$ cat config.mk
export PLATFORM = sky130hd
export DESIGN_NAME = instr_fetch_queue
export DESIGN_NICKNAME = d
export VERILOG_FILES = /design/src/rtl/fetch_pkg.sv /design/src/rtl/fetch_fifo.sv /design/src/rtl/instr_fetch_queue.sv
export SDC_FILE = /design/constraint.sdc
export NUM_CORES = 1
export LEC_CHECK = 0
export ABC_AREA = 1
export CORE_ASPECT_RATIO = 1.4
export CORE_MARGIN = 5
export CORE_UTILIZATION = 57
export CTS_BUF_LIST = sky130_fd_sc_hd__clkbuf_2
export DETAILED_ROUTE_END_ITERATION = 10
export PLACE_DENSITY = 0.82
export SYNTH_ARGS = -nofsm -noshare
export SYNTH_HDL_FRONTEND = slang
export SYNTH_SLANG_ARGS = --single-unit
$ cat constraint.sdc
create_clock -name CLK -period 6.3 [get_ports CLK]
set_input_delay 1.26 -clock CLK [delete_from_list [all_inputs] [get_ports CLK]]
set_output_delay 1.26 -clock CLK [all_outputs]
set_load 0.02 [all_outputs]
$ cat src/rtl/fetch_pkg.sv
// Shared constants and types for the instruction fetch queue.
package fetch_pkg;

    localparam int          PC_STEP      = 4;
    localparam int          DEF_ADDR_W   = 32;
    localparam int          DEF_DATA_W   = 32;
    localparam logic [31:0] DEF_RESET_PC = 32'h0000_0000;

    // One queued fetch result: the word and the address it was read from.
    typedef struct packed {
        logic [DEF_ADDR_W-1:0] pc;
        logic [DEF_DATA_W-1:0] instr;
    } fetch_entry_t;

endpackage

$ cat src/rtl/fetch_fifo.sv
// Synchronous DEPTH-entry FIFO with push/pop/flush; head is readable combinationally.
module fetch_fifo #(
    parameter int DEPTH = 4,
    parameter int W     = 64
) (
    input  logic                         clk,
    input  logic                         srst,
    input  logic                         i_push,
    input  logic                         i_pop,
    input  logic                         i_flush,
    input  logic [W-1:0]                 i_data,
    output logic [W-1:0]                 o_data,
    output logic [$clog2(DEPTH+1)-1:0]   o_count,
    output logic                         o_full,
    output logic                         o_empty
);

    localparam int PTR_W = $clog2(DEPTH);
    localparam int CNT_W = $clog2(DEPTH+1);

    logic [W-1:0]     r_mem [DEPTH];
    logic [PTR_W-1:0] r_wr_ptr;
    logic [PTR_W-1:0] r_rd_ptr;
    logic [CNT_W-1:0] r_count;
    logic             w_push_ok;
    logic             w_pop_ok;

    assign o_full    = (r_count == CNT_W'(DEPTH));
    assign o_empty   = (r_count == '0);
    assign o_count   = r_count;
    assign o_data    = r_mem[r_rd_ptr];
    assign w_push_ok = i_push && !o_full;
    assign w_pop_ok  = i_pop && !o_empty;

    always_ff @(posedge clk) begin
        if (srst || i_flush) begin
            r_wr_ptr <= '0;
            r_rd_ptr <= '0;
            r_count  <= '0;
        end else begin
            if (w_push_ok) begin
                r_wr_ptr <= PTR_W'(r_wr_ptr + 1'b1);
            end
            if (w_pop_ok) begin
                r_rd_ptr <= PTR_W'(r_rd_ptr + 1'b1);
            end
            case ({w_push_ok, w_pop_ok})
                2'b10:   r_count <= r_count + CNT_W'(1);
                2'b01:   r_count <= r_count - CNT_W'(1);
                default: r_count <= r_count;
            endcase
        end
    end

    // Storage needs no reset; pointers alone decide what is live.
    always_ff @(posedge clk) begin
        if (w_push_ok && !i_flush && !srst) begin
            r_mem[r_wr_ptr] <= i_data;
        end
    end

endmodule

$ cat src/rtl/instr_fetch_queue.sv
// Instruction fetch queue: issues IMem reads, buffers returns, redirects on PCSrc.
// Optional same-cycle bypass of returning data when the queue is empty: FETCH_BYPASS_EN.
module instr_fetch_queue
    import fetch_pkg::*;
#(
    parameter int               DEPTH    = 4,
    parameter int               ADDR_W   = DEF_ADDR_W,
    parameter int               DATA_W   = DEF_DATA_W,
    parameter logic [ADDR_W-1:0] RESET_PC = ADDR_W'(DEF_RESET_PC)
) (
    input  logic              CLK,
    input  logic              Reset,
    input  logic              PCSrc,
    input  logic [ADDR_W-1:0] Result,
    output logic              IMem_Req,
    output logic [ADDR_W-1:0] IMem_Addr,
    input  logic [DATA_W-1:0] IMem_RData,
    output logic [DATA_W-1:0] Instr,
    output logic [ADDR_W-1:0] Instr_PC,
    output logic              Instr_Valid,
    input  logic              Instr_Ready
);

    localparam int CNT_W = $clog2(DEPTH+1);
    localparam int ENT_W = ADDR_W + DATA_W;

    logic [ADDR_W-1:0] r_fetch_pc;
    logic              r_pending_valid;
    logic [ADDR_W-1:0] r_pending_pc;

    logic [ENT_W-1:0]  w_head;
    logic [CNT_W-1:0]  w_count;
    logic              w_full;
    logic              w_empty;
    logic              w_credit;
    logic              w_bypass;
    logic              w_push;
    logic              w_pop;

    // Outstanding reads count against capacity; a same-cycle pop does not free a slot.
    assign w_credit  = ({1'b0, w_count} + (CNT_W+1)'(r_pending_valid)) < (CNT_W+1)'(DEPTH);
    assign IMem_Req  = !Reset && !PCSrc && w_credit;
    assign IMem_Addr = r_fetch_pc;

`ifdef FETCH_BYPASS_EN
    assign w_bypass = w_empty && r_pending_valid && !PCSrc && !Reset;
`else
    assign w_bypass = 1'b0;
`endif

    assign Instr_Valid = !Reset && !PCSrc && (!w_empty || w_bypass);
    assign Instr       = w_bypass ? IMem_RData   : w_head[DATA_W-1:0];
    assign Instr_PC    = w_bypass ? r_pending_pc : w_head[ENT_W-1:DATA_W];

    assign w_pop  = !w_bypass && Instr_Valid && Instr_Ready;
    assign w_push = r_pending_valid && !PCSrc && !Reset && !(w_bypass && Instr_Ready);

    always_ff @(posedge CLK) begin
        if (Reset) begin
            r_fetch_pc      <= RESET_PC;
            r_pending_valid <= 1'b0;
            r_pending_pc    <= '0;
        end else if (PCSrc) begin
            r_fetch_pc      <= {Result[ADDR_W-1:2], 2'b00};
            r_pending_valid <= 1'b0;
        end else if (IMem_Req) begin
            r_fetch_pc      <= r_fetch_pc + ADDR_W'(PC_STEP);
            r_pending_valid <= 1'b1;
            r_pending_pc    <= r_fetch_pc;
        end else begin
            r_pending_valid <= 1'b0;
        end
    end

    fetch_fifo #(
        .DEPTH (DEPTH),
        .W     (ENT_W)
    ) u_fifo (
        .clk     (CLK),
        .srst    (Reset),
        .i_push  (w_push),
        .i_pop   (w_pop),
        .i_flush (PCSrc),
        .i_data  ({r_pending_pc, IMem_RData}),
        .o_data  (w_head),
        .o_count (w_count),
        .o_full  (w_full),
        .o_empty (w_empty)
    );

    // The credit rule must make a push into a full queue impossible.
    a_no_push_when_full: assert property (@(posedge CLK) disable iff (Reset) !(w_push && w_full));

endmodule

==> results.json, run 1 <==
{
  "fin_ws_ns": 1.38,
  "rows": 65,
  "final_area_mm2": 0.0154,
  "fmax_ghz": 0.203,
  "cp_max_fo": 52,
  "grt.overflow.total": 0,
  "grt_pass1_wl_mm": 46.6,
  "crit_path_end_kind": "output port",
  "synth.distinct_cells": 35,
  "place_worst_setup_slack_ns": 1.56,
  "port_buffers": 159,
  "synth-simple-area-share_pct": 14.0,
  "holdPathStages": 2,
  "postCtsSetupRepairBufs": 0,
  "slew_viol_final": 0,
  "hp-class": "reg -> reg",
  "drc": 0,
  "status": "completed",
  "vias": 9377,
  "synth_compound_area_share_pct": 11.4,
  "grt_max_degree": 75,
  "place_area_mm2": 0.0147,
  "power_w": 0.00385,
  "dr.pass1.iters": 6,
  "ant_nets": 0,
  "hold_buffers": 0,
  "tns_ns": 0,
  "setup_viol": 0,
  "synth_fa_ha_area_share_pct": 0.739,
  "cts.sinks": 318,
  "nNetsFinal": 1438,
  "worstSetupPathType": "reg -> out",
  "cap_violations": 0,
  "ff2ff_path_depth": 6,
  "dp_hpwl_mm": 18.4,
  "yosys_warnings": 0,
  "p_leak_nw": 5.62,
  "start_util_pct": 57.5,
  "clock-root-buffer": "clkbuf_2",
  "drive_above_1_share_pct": 10.9,
  "routedWlPerCell_um": 17.1,
  "antenna_found_initial": 2,
  "synth_xor_area_share_pct": 0.272,
  "cts_tree": "done",
  "grt_pass1_vias": 9492,
  "rsz0062_at_grt": "false",
  "synth_seq_cells": 318,
  "regArea_mm2": 0.00885,
  "synthCells": 1179,
  "worst_ep_arrival_time_ns": 3.66,
  "clock_latency_ns": 0.81,
  "place_congestion": 0.846,
  "avgSynthCellArea_um2": 10.9,
  "timing.final.crit_share_pct": 78.1,
  "routed_via_density": 5.46,
  "fp.dieW_um": 137,
  "drt_iter0_drc": 658,
  "tightest_slew_ns": 1.05,
  "muxShareOfSynthArea_pct": 0,
  "required_ns": 5.04,
  "path_clk_slew_ns": 0.12,
  "io-pin-count": 166,
  "power_density_mw_per_mm2": 250,
  "period_needed_ns": 4.92,
  "cts_buffer_depth": 3,
  "peakVddDrop_mv": 0.174,
  "synth_top_family_by_area": "simple AND/OR/NAND/NOR gates",
  "wirelength_mm": 29.5,
  "multi_input_area_mm2": 0.00345,
  "area_growth_pct": 19.7,
  "fin_skew_ns": 0.0685,
  "fillerInstances": 1639,
  "cts_buffers": 70,
  "dieArea_mm2": 0.0257,
  "cts_resized": 0,
  "ys_seq_area_share_pct": 68.8,
  "coreArea_mm2": 0.0224,
  "chipHeight_um": 188,
  "start_kind": "register",
  "hold_viol_final": 0,
  "slew_headroom_pct": 29.7,
  "track_usage_pct": 23.0,
  "h-tree-depth": 3,
  "syn_area_mm2": 0.0129
}
## cells by family (layout without fill, tap and decap cells)
kind of cell,Yosys count,in the layout
AOI/OAI and AO/OA,273,273
xor gates and xnor gates,4,4
adders and majority gates,7,7
buffers and inverters,147,381
DFF,318,318
other,1,5
and+or+nand+nor,429,429
## critical path: stages (launching register included)
cell and delay, ns:
dfxtp_4 0.72, clkinv_2 0.69, buf_4 0.49, o21ai_0 0.24, o22ai_1 0.16, clkdlybuf4s50_1 0.57
## layer usage
layer | wire length [um] | track usage, %
met1 | 11300 | 27.0
met2 | 15500 | 40.1
met3 | 1820 | 4.56
met4 | 854 | 10.4
met5 | 0 | 0
## power by group
part | switching (W) | total [W] | internal (W) | leakage, nW
Clock | 0.000753 | 0.00130 | 0.000551 | 0.514
Sequential | 0.0000373 | 0.00233 | 0.00229 | 2.88
Combinational | 0.000123 | 0.000224 | 0.000101 | 2.23
Total | 0.000913 | 0.00385 | 0.00294 | 5.62
## final timing paths
kind | from | to | slack, ns
worst max-delay path | register | Instr_PC[22] | 1.38
worst min-delay path | u_fifo.r_rd_ptr[0] | register | 0.46
worst max register to register | u_fifo.o_count[2] | u_fifo.r_mem[2][41] | 3.90
worst min register to register | u_fifo.r_rd_ptr[0] | register | 0.46
## cell usage after synthesis
cell        n  share of area [%]
a211oi_1    5               0.29
a21boi_0    1              0.058
a21oi_1    39                1.5
a22oi_1     1              0.058
a31oi_1     5               0.24
and2_1      3               0.15
buf_1       1              0.029
buf_2      20               0.78
buf_4       6               0.35
buf_6       1              0.088
clkbuf_1   39                1.1
conb_1      1              0.029
dfxtp_1    70                 11
edfxtp_1  248                 58
fa_1        1               0.16
ha_1        6               0.58
inv_1      77                2.2
inv_2       3              0.088
nand2_1   123                3.6
nand2_2     2              0.097
nand3_1    63                2.5
nand3_2     1              0.078
nand3_4     1               0.14
nand3b_1    1              0.058
nand4_1     8               0.39
nor2_1    208                6.1
nor2_2      5               0.24
nor2_4      4               0.35
nor3_1      9               0.35
o21ai_0   158                6.1
o21ai_1     1              0.039
o22ai_1    62                3.0
o31ai_1     1              0.058
or2_2       1              0.049
xor2_1      4               0.27
## state kept, by name (all words and copies together), names as in the netlist, named ones only
| signal | cells |
|---|---|
| u_fifo.o_count | 3 |
| u_fifo.r_mem | 248 |
| u_fifo.r_rd_ptr | 2 |
| u_fifo.r_wr_ptr | 2 |
| r_pending_valid | 1 |
| IMem_Addr | 30 |
| r_pending_pc | 30 |
## final cells by class
type / count / share of cell area, %
Tap cell: 301 / 2.45
Sequential cell: 318 / 57.5
Clock buffer: 99 / 3.22
Antenna cell: 1 / 0.0163
Clock inverter: 26 / 1.21
Timing Repair Buffer: 176 / 11.2
Multi-Input combinational cell: 717 / 22.4
Inverter: 80 / 1.96
## through the flow
step           cells  util [%]  hold WS [ns]
6_report        1718      68.8         0.463
5_1_grt         1718      68.8         0.464
4_1_cts         1717      68.8         0.457
3_5_place_dp    1592      65.8         0.455
3_3_place_gp    1592      65.8         0.449
2_1_floorplan   1182         -         0.441
## layout by cell type, fill, tap and decap left out, drive strengths merged, types with 9 or more instances in the layout
master         instances
edfxtp               248
clkinv                22
buf                   17
inv                   81
nand3                 65
a21oi                 39
nor3                   9
o22ai                 62
nand2                125
o21ai                159
nor2                 217
dfxtp                 70
clkdlybuf4s50        159
clkbuf                99
(Power assumes the default switching activity.)
==> run 2, diff against run 1 <==
==> constraint.sdc (replaced) <==
create_clock -name CLK -period 4.9 [get_ports CLK]
set_input_delay 0.98 -clock CLK [delete_from_list [all_inputs] [get_ports CLK]]
set_output_delay 0.98 -clock CLK [all_outputs]
set_load 0.02 [all_outputs]
==> results.json, run 2 (synthesized netlist as in run 1, its figures left out) <==
{
  "status": "completed",
  "switchingPower_w": 0.00118,
  "slew_viol_final": 0,
  "met2_wirelength_mm": 15.4,
  "hold_viol_final": 0,
  "tns_ns": 0,
  "drt-met1-wl_mm": 11.6,
  "drc": 0,
  "layout_commonest_cell": "edfxtp_1",
  "setup_viol": 0,
  "worst_ep_arrival_time_ns": 3.37,
  "swShare_pct": 24.2,
  "p_leak_nw": 5.59,
  "rows": 65,
  "coreArea_mm2": 0.0224,
  "pwr-share-seq_pct": 61.4,
  "cts_resized": 0,
  "antenna_found_initial": 1,
  "grt.overflow.total": 0,
  "port_buffers": 159,
  "wirelength_mm": 29.4,
  "largest_reg_flops": 248,
  "intPower_w": 0.00369,
  "track_usage_pct": 22.8,
  "cpPeakStageDelay_ns": 0.70,
  "grt_max_degree": 87,
  "cts_buffer_depth": 3,
  "hp-class": "reg -> reg",
  "fmax_ghz": 0.230,
  "clock-root-buffer": "clkbuf_2",
  "reg2reg_to": "u_fifo.o_count[2]",
  "clock_latency_ns": 0.78,
  "tightest_slew_ns": 0.881,
  "path_clk_slew_ns": 0.11,
  "fp.dieW_um": 137,
  "ant_nets": 0,
  "routedWlPerCell_um": 17.2,
  "rsz0062_at_grt": "false",
  "holdPathStages": 2,
  "crit_path_end_kind": "output port",
  "dieArea_mm2": 0.0257,
  "timing.final.crit_share_pct": 88.8,
  "cp_max_fo": 86,
  "fin_skew_ns": 0.0660,
  "drive_above_1_share_pct": 10.6,
  "place_congestion": 0.876,
  "ff2ff_path_depth": 10,
  "path_cells": "buf_4 -> o21ai_0 -> o22ai_1 -> clkdlybuf4s50_1",
  "power_density_mw_per_mm2": 316,
  "critPathSlowestCell": "buf_4",
  "area_growth_pct": 19.6,
  "vias": 9395,
  "hp-start": "u_fifo.r_rd_ptr[1]",
  "final_util_pct": 68.8,
  "nNetsFinal": 1436,
  "required_ns": 3.92,
  "layout_common_cells": "248 x edfxtp_1, 204 x nor2_1, 159 x clkdlybuf4s50_1, 158 x o21ai_0, 123 x nand2_1",
  "h-tree-depth": 3,
  "period_needed_ns": 4.35,
  "cts_tree": "done",
  "io-pin-count": 166,
  "start_kind": "register",
  "dr.pass1.iters": 5,
  "r2r-start": "u_fifo.o_count[0]",
  "worstSetupPathType": "reg -> out",
  "slew_headroom_pct": 41.3,
  "cap_violations": 0,
  "grt_pass1_wl_mm": 46.5,
  "top_layer_used": "met4",
  "p_clk_share_pct": 32.7,
  "top_register": "u_fifo.r_mem",
  "start_util_pct": 57.5,
  "p_comb_share_pct": 5.9,
  "chipHeight_um": 188,
  "dp_hpwl_mm": 17.7,
  "fillerInstances": 1656,
  "grt_pass1_vias": 9274,
  "peakVddDrop_mv": 0.155,
  "drt_iter0_drc": 630,
  "hold_buffers": 0,
  "postCtsSetupRepairBufs": 0,
  "regToRegSetupSlack_ns": 2.62,
  "cts_buffers": 71,
  "routed_via_density": 5.48,
  "met3_length_mm": 1.82,
  "cts.sinks": 318
}
## run 2: layout make-up
| type | instances | area, um2 | area share, % |
|---|---|---|---|
| diodes | 1 | 2.50 | 0.0163 |
| clock buffers | 103 | 515 | 3.35 |
| clock inverters | 22 | 126 | 0.822 |
| inverters | 80 | 302 | 1.96 |
| multi-input cells | 717 | 3450 | 22.4 |
| flip-flops and latches | 318 | 8850 | 57.6 |
| well taps | 301 | 377 | 2.45 |
| repair buffers | 173 | 1760 | 11.4 |
## run 2: power groups by stage
stage                     registers (W)  logic, W  clock network (W)
after floorplan                 0.00305  0.000128                  0
after global placement          0.00305  0.000281                  0
after detailed placement        0.00305  0.000287                  0
after CTS                       0.00299  0.000289            0.00165
after global routing            0.00300  0.000315            0.00178
final                           0.00299  0.000288            0.00159
## run 2: worst max-delay path by stage
| stage | slack, ns | end | startpoint |
|---|---|---|---|
| 2_1_floorplan | 0.37 | u_fifo.r_mem[0][0] | PCSrc |
| 5_1_grt | 0.31 | Instr_PC[16] | register |
| 4_1_cts | 0.44 | Instr_PC[16] | register |
| 6_report | 0.55 | Instr_PC[16] | register |
| 3_5_place_dp | 0.95 | Instr_Valid | Reset |
| 3_3_place_gp | 0.97 | Instr_Valid | Reset |
## run 2: metrics by stage
stage	total power, W	area, um2	hold WS (ns)	cells	setup slack [ns]
after floorplan	0.00318	12900	0.441	1182	0.366
after global placement	0.00333	14700	0.439	1589	0.966
after detailed placement	0.00334	14700	0.453	1589	0.948
after CTS	0.00492	15400	0.455	1714	0.436
after global routing	0.00509	15400	0.479	1715	0.313
final	0.00487	15400	0.453	1715	0.548
## run 2: metal layers
metal  vias to the layer above  track usage (%)
met5                         -                0
met4                         0             8.33
met3                        47             4.75
met2                       338             40.0
met1                      4460             27.6
li1                       4550                -
## run 2: critical path: cells and delay by family, from the launching register on
family	cells	cell delay (ns)
flops	1	0.61
buf+inv	2	1.37
compound gates	2	0.54
==> run 3, diff against run 2 <==
--- a/config.mk
+++ b/config.mk
@@ -6,12 +6,16 @@
 export NUM_CORES = 1
 export LEC_CHECK = 0
 export ABC_AREA = 1
+export CELL_PAD_IN_SITES_DETAIL_PLACEMENT = 1
+export CELL_PAD_IN_SITES_GLOBAL_PLACEMENT = 1
 export CORE_ASPECT_RATIO = 1.4
 export CORE_MARGIN = 5
-export CORE_UTILIZATION = 57
+export CORE_UTILIZATION = 45
 export CTS_BUF_LIST = sky130_fd_sc_hd__clkbuf_2
+export CTS_CLUSTER_SIZE = 16
 export DETAILED_ROUTE_END_ITERATION = 10
-export PLACE_DENSITY = 0.82
+export PLACE_DENSITY_LB_ADDON = 0.1
+export REMOVE_ABC_BUFFERS = 1
 export SYNTH_ARGS = -nofsm -noshare
 export SYNTH_HDL_FRONTEND = slang
 export SYNTH_SLANG_ARGS = --single-unit
==> results.json, run 3 (synthesized netlist as in run 1, its figures left out) <==
{
  "routedWlPerCell_um": 19.0,
  "intPower_w": 0.00378,
  "dr.pass1.iters": 4,
  "clock_latency_ns": 0.87,
  "cts.sinks": 318,
  "drive_above_1_share_pct": 11.6,
  "timing.final.crit_share_pct": 83.0,
  "fin_skew_ns": 0.0450,
  "dp_hpwl_mm": 22.1,
  "grt.overflow.total": 0,
  "pwr-share-seq_pct": 59.5,
  "ant_nets": 0,
  "postCtsSetupRepairBufs": 0,
  "dieArea_mm2": 0.0321,
  "antenna_found_initial": 2,
  "fp.dieW_um": 153,
  "grt_max_degree": 117,
  "routed_via_density": 5.27,
  "worstSetupPathType": "in -> out",
  "nNetsFinal": 1449,
  "p_clk_share_pct": 34.5,
  "peakVddDrop_mv": 0.171,
  "cts_resized": 0,
  "hold_buffers": 0,
  "path_clk_slew_ns": 0.09,
  "swShare_pct": 24.9,
  "grt_pass1_wl_mm": 54.6,
  "worst_ep_arrival_time_ns": 3.09,
  "slew_viol_final": 0,
  "slew_headroom_pct": 47.2,
  "final_util_pct": 55.2,
  "switchingPower_w": 0.00125,
  "cp_max_fo": 13,
  "cap_violations": 0,
  "port_buffers": 159,
  "place_congestion": 0.800,
  "cts_tree": "done",
  "cts_buffer_depth": 3,
  "area_growth_pct": 21.5,
  "fillerInstances": 3095,
  "required_ns": 3.92,
  "drt_iter0_drc": 484,
  "met2_wirelength_mm": 18.0,
  "layout_commonest_cell": "edfxtp_1",
  "chipHeight_um": 210,
  "vias": 9548,
  "tightest_slew_ns": 0.789,
  "wirelength_mm": 34.5,
  "tns_ns": 0,
  "top_register": "u_fifo.r_mem",
  "coreArea_mm2": 0.0283,
  "h-tree-depth": 3,
  "p_comb_share_pct": 6.0,
  "rsz0062_at_grt": "false",
  "p_leak_nw": 5.70,
  "drc": 0,
  "crit_path_end_kind": "output port",
  "rows": 73,
  "met3_length_mm": 1.38,
  "largest_reg_flops": 248,
  "grt_pass1_vias": 10238,
  "hp-class": "reg -> reg",
  "cts_buffers": 74,
  "clock-root-buffer": "clkbuf_2",
  "status": "completed",
  "top_layer_used": "met4",
  "layout_common_cells": "248 x edfxtp_1, 204 x nor2_1, 159 x clkdlybuf4s50_1, 158 x o21ai_0, 123 x nand2_1",
  "track_usage_pct": 21.4,
  "setup_viol": 0,
  "start_util_pct": 45.4,
  "power_density_mw_per_mm2": 322,
  "start_kind": "primary input",
  "drt-met1-wl_mm": 14.5,
  "fmax_ghz": 0.246,
  "period_needed_ns": 4.07,
  "hold_viol_final": 0,
  "io-pin-count": 166
}
-- run 3: metal layers --
metal	vias up	track usage [%]
li1	4568	-
met1	4722	25.7
met2	207	38.4
met3	51	4.37
met4	0	7.25
met5	-	0
-- run 3: final timing paths --
path	startpoint	slack, ns	depth (start not counted)	end
max	Reset	0.83	5	Instr_Valid
max reg2reg	u_fifo.o_count[2]	2.60	11	u_fifo.o_count[2]
min	u_fifo.r_rd_ptr[0]	0.48	2	u_fifo.r_rd_ptr[0]
min reg2reg	u_fifo.r_rd_ptr[0]	0.48	2	u_fifo.r_rd_ptr[0]
-- run 3: metrics by stage --
| step | hold slack, ns | setup slack, ns | cells | power, W | cell area [um2] |
|---|---|---|---|---|---|
| global route | 0.502 | 0.699 | 1812 | 0.00529 | 15600 |
| detailed placement | 0.470 | 0.850 | 1673 | 0.00336 | 14900 |
| global placement | 0.454 | 0.870 | 1673 | 0.00335 | 14900 |
| finish | 0.483 | 0.833 | 1812 | 0.00503 | 15600 |
| CTS | 0.487 | 0.763 | 1810 | 0.00511 | 15600 |
| floorplan | 0.441 | -0.654 | 1115 | 0.00317 | 12600 |
-- run 3: critical path, stage by stage --
cell and delay [ns]:
clkdlybuf4s50_1 0.82, inv_1 0.25, nand2_2 0.11, a31oi_1 0.26, clkdlybuf4s50_1 0.67
-- run 3: layout make-up --
type	count	area (um2)	area share [%]
Timing Repair Buffer	183	1850	11.8
Tap cell	375	469	3.00
Inverter	80	302	1.93
Antenna cell	2	5.00	0.0320
Clock inverter	28	161	1.03
Sequential cell	318	8850	56.6
Clock buffer	109	546	3.49
Multi-Input combinational cell	717	3450	22.1
-- run 3: power by group through the flow --
stage	logic [W]	clock network, W	registers, W
after floorplan	0.000112	0	0.00305
after global placement	0.000298	0	0.00305
after detailed placement	0.000303	0	0.00305
after CTS	0.000305	0.00181	0.00299
after global routing	0.000330	0.00196	0.00300
final	0.000300	0.00174	0.00299
